### src/rtl/ifns_decode_arbiter_if.sv
// Bundle between the receive lanes, the shared IFNS decoder core and downstream logic.
// slave is the arbiter side; master is the lanes, core and consumer together.
interface ifns_decode_arbiter_if #(
   parameter int unsigned NREQ = 4,
   parameter int unsigned CW   = 14,
   parameter int unsigned DW   = 10
);
   localparam int unsigned CHW = (NREQ > 1) ? $clog2(NREQ) : 1;

   logic [NREQ-1:0]    req_valid;
   logic [NREQ*CW-1:0] req_code;
   logic [NREQ-1:0]    req_ready;
   logic [CW-1:0]      core_codein;
   logic [DW-1:0]      core_dataout;
   logic               out_valid;
   logic [DW-1:0]      out_data;
   logic [CHW-1:0]     out_chan;
   logic               out_ready;
   logic               busy;

   modport slave (
      input  req_valid, req_code, core_dataout, out_ready,
      output req_ready, core_codein, out_valid, out_data, out_chan, busy
   );

   modport master (
      output req_valid, req_code, core_dataout, out_ready,
      input  req_ready, core_codein, out_valid, out_data, out_chan, busy
   );
endinterface

### src/rtl/ifns_decode_arbiter.sv
// Round-robin front end for one shared combinational IFNS 14->10 decoder core.
// Stage A holds the granted codeword (driving the core); stage B registers the decoded result.
module ifns_decode_arbiter #(
   parameter int unsigned NREQ = 4,
   parameter int unsigned CW   = 14,
   parameter int unsigned DW   = 10
) (
   input  logic                 clock,
   input  logic                 rst,
   ifns_decode_arbiter_if.slave bus
);
   localparam int unsigned CHW = (NREQ > 1) ? $clog2(NREQ) : 1;

   logic           r_a_valid;
   logic [CW-1:0]  r_a_code;
   logic [CHW-1:0] r_a_chan;
   logic [CHW-1:0] r_ptr;
   logic           r_out_valid;
   logic [DW-1:0]  r_out_data;
   logic [CHW-1:0] r_out_chan;

   logic           w_b_adv;
   logic           w_a_free;
   logic           w_gnt_any;
   logic [CHW-1:0] w_gnt_idx;
   logic [CW-1:0]  w_gnt_code;

   function automatic logic [CHW-1:0] wrap_idx(input logic [CHW-1:0] base,
                                               input int unsigned off);
      return CHW'((32'(base) + off) % NREQ);
   endfunction

   assign w_b_adv  = r_a_valid & (~r_out_valid | bus.out_ready);
   assign w_a_free = ~r_a_valid | w_b_adv;

   // First valid requester at or after the pointer, only when stage A can take a word.
   always_comb begin
      w_gnt_any = 1'b0;
      w_gnt_idx = '0;
      if (w_a_free && !rst) begin
         for (int unsigned k = 0; k < NREQ; k++) begin
            if (!w_gnt_any && bus.req_valid[wrap_idx(r_ptr, k)]) begin
               w_gnt_any = 1'b1;
               w_gnt_idx = wrap_idx(r_ptr, k);
            end
         end
      end
   end

   assign w_gnt_code      = bus.req_code[32'(w_gnt_idx) * CW +: CW];
   assign bus.req_ready   = w_gnt_any ? (NREQ'(1) << w_gnt_idx) : '0;
   assign bus.core_codein = r_a_code;
   assign bus.out_valid   = r_out_valid;
   assign bus.out_data    = r_out_data;
   assign bus.out_chan    = r_out_chan;
   assign bus.busy        = r_a_valid | r_out_valid;

   always_ff @(posedge clock) begin
      if (rst) begin
         r_a_valid   <= 1'b0;
         r_a_code    <= '0;
         r_a_chan    <= '0;
         r_ptr       <= '0;
         r_out_valid <= 1'b0;
         r_out_data  <= '0;
         r_out_chan  <= '0;
      end else begin
         if (w_b_adv) begin
            r_out_valid <= 1'b1;
            r_out_data  <= bus.core_dataout;
            r_out_chan  <= r_a_chan;
         end else if (r_out_valid && bus.out_ready) begin
            r_out_valid <= 1'b0;
         end

         if (w_a_free) begin
            if (w_gnt_any) begin
               r_a_valid <= 1'b1;
               r_a_code  <= w_gnt_code;
               r_a_chan  <= w_gnt_idx;
               r_ptr     <= wrap_idx(w_gnt_idx, 1);
            end else begin
               r_a_valid <= 1'b0;
            end
         end
      end
   end
endmodule

### src/flat_wrapper.sv
// flat-port wrapper written by rule: the top's interface ports become plain ports
module ifns_decode_arbiter_flat 
#(
   parameter int unsigned NREQ = 4,
   parameter int unsigned CW   = 14,
   parameter int unsigned DW   = 10
)
  (clock, rst, bus_req_valid, bus_req_code, bus_core_dataout, bus_out_ready, bus_req_ready, bus_core_codein, bus_out_valid, bus_out_data, bus_out_chan, bus_busy);
  ifns_decode_arbiter_if #(.NREQ(NREQ), .CW(CW), .DW(DW)) bus_i ();
  input  logic clock;
  input  logic rst;
  input wire logic [$bits(bus_i.req_valid)-1:0] bus_req_valid;
  input wire logic [$bits(bus_i.req_code)-1:0] bus_req_code;
  input wire logic [$bits(bus_i.core_dataout)-1:0] bus_core_dataout;
  input wire logic [$bits(bus_i.out_ready)-1:0] bus_out_ready;
  output wire logic [$bits(bus_i.req_ready)-1:0] bus_req_ready;
  output wire logic [$bits(bus_i.core_codein)-1:0] bus_core_codein;
  output wire logic [$bits(bus_i.out_valid)-1:0] bus_out_valid;
  output wire logic [$bits(bus_i.out_data)-1:0] bus_out_data;
  output wire logic [$bits(bus_i.out_chan)-1:0] bus_out_chan;
  output wire logic [$bits(bus_i.busy)-1:0] bus_busy;
  assign bus_i.req_valid = bus_req_valid;
  assign bus_i.req_code = bus_req_code;
  assign bus_i.core_dataout = bus_core_dataout;
  assign bus_i.out_ready = bus_out_ready;
  assign bus_req_ready = bus_i.req_ready;
  assign bus_core_codein = bus_i.core_codein;
  assign bus_out_valid = bus_i.out_valid;
  assign bus_out_data = bus_i.out_data;
  assign bus_out_chan = bus_i.out_chan;
  assign bus_busy = bus_i.busy;
  ifns_decode_arbiter #(.NREQ(NREQ), .CW(CW), .DW(DW)) u_core (.clock(clock), .rst(rst), .bus(bus_i));
endmodule
### config.mk
export PLATFORM = sky130hd
export DESIGN_NAME = ifns_decode_arbiter_flat
export DESIGN_NICKNAME = d
export VERILOG_FILES = /design/src/rtl/ifns_decode_arbiter_if.sv /design/src/rtl/ifns_decode_arbiter.sv /design/src/flat_wrapper.sv
export SDC_FILE = /design/constraint.sdc
export NUM_CORES = 1
export LEC_CHECK = 0
export ABC_AREA = 1
export ABC_CLOCK_PERIOD_IN_PS = 2200
export CAP_MARGIN = 20
export CORE_MARGIN = 2
export CORE_UTILIZATION = 40
export CTS_CLUSTER_SIZE = 20
export DETAILED_ROUTE_END_ITERATION = 10
export MAX_ROUTING_LAYER = met4
export PLACE_DENSITY = 0.83
export SLEW_MARGIN = 20
export SYNTH_ARGS = -nofsm -noshare
export SYNTH_HDL_FRONTEND = slang
export SYNTH_SLANG_ARGS = --single-unit
### constraint.sdc
create_clock -name clock -period 2.2 [get_ports clock]
set_input_delay 0.22 -clock clock [delete_from_list [all_inputs] [get_ports clock]]
set_output_delay 0.22 -clock clock [all_outputs]
set_load 0.005 [all_outputs]
==> metrics.txt <==
power per cell area 1200 nW/um^2; Synth Instances 352; Multi-input gate area 1330 um^2; IO buf count 104; # diodes 0; worst path cell trace buf_8 > nand2_1 > nand2_1 > nand2_1 > nand2_2 > nor2_4 > nor2_1 > nand2_2 > nand3_4 > buf_6 > nor2_4 > buf_2; Iter 0 DRT Violations 162; fmax 0.465 GHz; Reg2Reg Depth 17; slack of the critical path 0.0472 ns; status completed; CP peak stage delay 0.37 ns; # clock sinks 32; WL per Instance 13.0 um; CTS buffer count 5; Cell Rows 26; Post-DP HPWL 4.94 mm; hold path cells 2; max-slew violations 0; core area 5070 um^2; Worst R2R Start u_core.r_ptr[0]; final setup vio count 0; most frequent cells in the layout nand2_1 (153), clkdlybuf4s50_1 (99), dfxtp_1 (30); CP most frequent cell nand2_1; DRT Wirelength 6.95 mm; Hold Fails Final Rpt 0; worst hold slack 0.456 ns; Slew @ Worst Pin 0.346 ns; H-tree depth 2; Startpoint Class register; internal power 2260 uW; share of cells above drive strength 1 15.5%; peak supply drop 0.714 mV; LEAKAGE 0.00170 uW; pre-CTS WS -0.333 ns; Hold Crit Class reg2reg; cts hold-fix bufs 0; initial antenna violation count 0; syn nets 425; Antenna Violating Nets Remaining 0; FF/Latch Area 648 um^2; clk_skew 0.00607 ns; die area 5810 um^2; synthesized area 2090 um^2; global route overflow 0; critical path class reg2out; first-pass GRT wire length 10.9 mm; Worst Hold End u_core.r_a_chan[0]; Initial Utilization 41.1%; Fillers 444; CTS tree done; Seq/Total Area, Yosys 30.7%; area delta synth->final 67.0%; largest net degree at the start of global routing 29; NumNets Final 537; Clk Latency, worst-skew pair 0.28 ns; GPL Wtd Cong 0.892; period utilization 97.9%; nature of the critical path endpoint output port; Slowest cell on crit path dfxtp_4; Longest Clk Path Bufs 2; vias per inst 4.84; crit path time final 2.15 ns; Residual DRC 0; CTS root buffer clkbuf_8; via count 2588; Req. time, crit path 1.98 ns; NetSw 1930 uW; num ports 105; sequential fraction of design power 21.3%; Gate power share 67.9%; HP Start u_core.r_a_chan[0]; crit path DAT 1.93 ns; synth unique cells 23; number of global-route vias before repair 2397; max cap viols 0; GRT Util Overall 23.1%; clock network fraction of total power 10.7%; 1st-pass router iterations 5; syn avg cell area 5.93 um^2; Sw Ratio 46.0%; reg2reg setup slack 0.13 ns; CTS clk-pin slew, worst paths 0.06 ns; Critical Path Fanout Max 5; most common cell after layout, fill and taps aside nand2_1; Worst slew margin 76.9%; Die Y-Extent 76.2 um; Synth Register Bits 32; RR Endpoint u_core.bus.core_codein[6]; YS warnings 0; die width 76.2 um
[cells in the mapped netlist (all sizes together)]
| cell type | count | area, um^2 |
|---|---|---|
| nand4 | 28 | 175 |
| nand3 | 23 | 125 |
| nor3 | 1 | 5.00 |
| o21ai | 17 | 85.1 |
| buf | 19 | 138 |
| or2 | 2 | 12.5 |
| nand2 | 171 | 667 |
| a21oi | 4 | 20.0 |
| clkbuf | 4 | 15.0 |
| dfxtp | 32 | 641 |
| a21boi | 1 | 7.51 |
| nor2 | 29 | 116 |
| inv | 21 | 78.8 |
[power by group through the flow]
stage / registers [uW] / clock network [uW] / logic (uW)
after floorplan: 889 / 0 / 1610
after global placement: 873 / 0 / 2400
after detailed placement: 884 / 0 / 2470
after CTS: 877 / 460 / 2530
after global routing: 920 / 481 / 3140
final: 895 / 450 / 2850
[per-layer routing]
metal  GRT usage (%)  routed length [um]  vias to the layer above
li1                -                   -                     1347
met2            38.7                3370                      111
met5               -                   0                        -
met1            29.3                3100                     1120
met4            6.00                 118                        0
met3            3.44                 360                       10
[through the flow]
step | area (um^2) | total power, uW | setup TNS (ns) | instances | utilization (%)
finish | 3480 | 4200 | 0 | 535 | 68.6
detailed placement | 3210 | 3350 | -2.05 | 523 | 63.3
CTS | 3340 | 3870 | 0 | 532 | 65.8
floorplan | 2090 | 2500 | 0 | 352 | -
global route | 3480 | 4540 | -0.211 | 535 | 68.6
global placement | 3210 | 3270 | -1.35 | 523 | 63.3
[worst max-delay path: cells and delay by family, from the launching register on]
family                 cells  cell delay, ns
buffers and inverters      3            0.43
DFF                        1            0.37
and+or+nand+nor            9            0.85
[logic make-up after synthesis]
logic type | synth area share, %
AO/OA/AOI/OAI | 5.40
buffers and inverters | 11.1
flip-flops | 30.7
AND/OR/NAND/NOR | 52.8
[state kept, by name, summed over array words and instances (netlist names)]
register,cells
u_core.bus.core_codein,14
u_core.bus.out_chan,2
u_core.bus.out_data,10
u_core.bus.out_valid,1
u_core.r_a_chan,2
u_core.r_a_valid,1
u_core.r_ptr,2
[timing repair]
action,4_1_cts,5_1_grt
endpoints found under the setup margin,4,18
setup buffers,1,1
resized for setup,16,46
cloned,0,2
pin swaps,3,14
[cell type report]
class | instances | share of cell area, %
multi-input cells | 276 | 38.1
repair buffers | 127 | 35.4
flip-flops and latches | 32 | 18.6
clock buffers | 8 | 2.59
inverters | 21 | 2.59
well taps | 70 | 2.51
repair inverters | 1 | 0.216
[how the worst max path moves through the flow]
| stage | start | to | slack, ns | cells past startpoint |
|---|---|---|---|---|
| global route | bus_req_valid[2] | bus_req_ready[3] | -0.05 | 13 |
| CTS | u_core.r_ptr[0] | bus_req_ready[3] | 0.006 | 12 |
| detailed placement | bus_req_valid[0] | bus_req_ready[0] | -0.33 | 12 |
| floorplan | u_core.r_ptr[0] | bus_req_ready[0] | 0.45 | 12 |
| finish | u_core.r_ptr[0] | bus_req_ready[3] | 0.05 | 12 |
| global placement | bus_req_valid[2] | bus_req_ready[0] | -0.25 | 12 |
No activity file was read; power rests on OpenSTA's default activity.
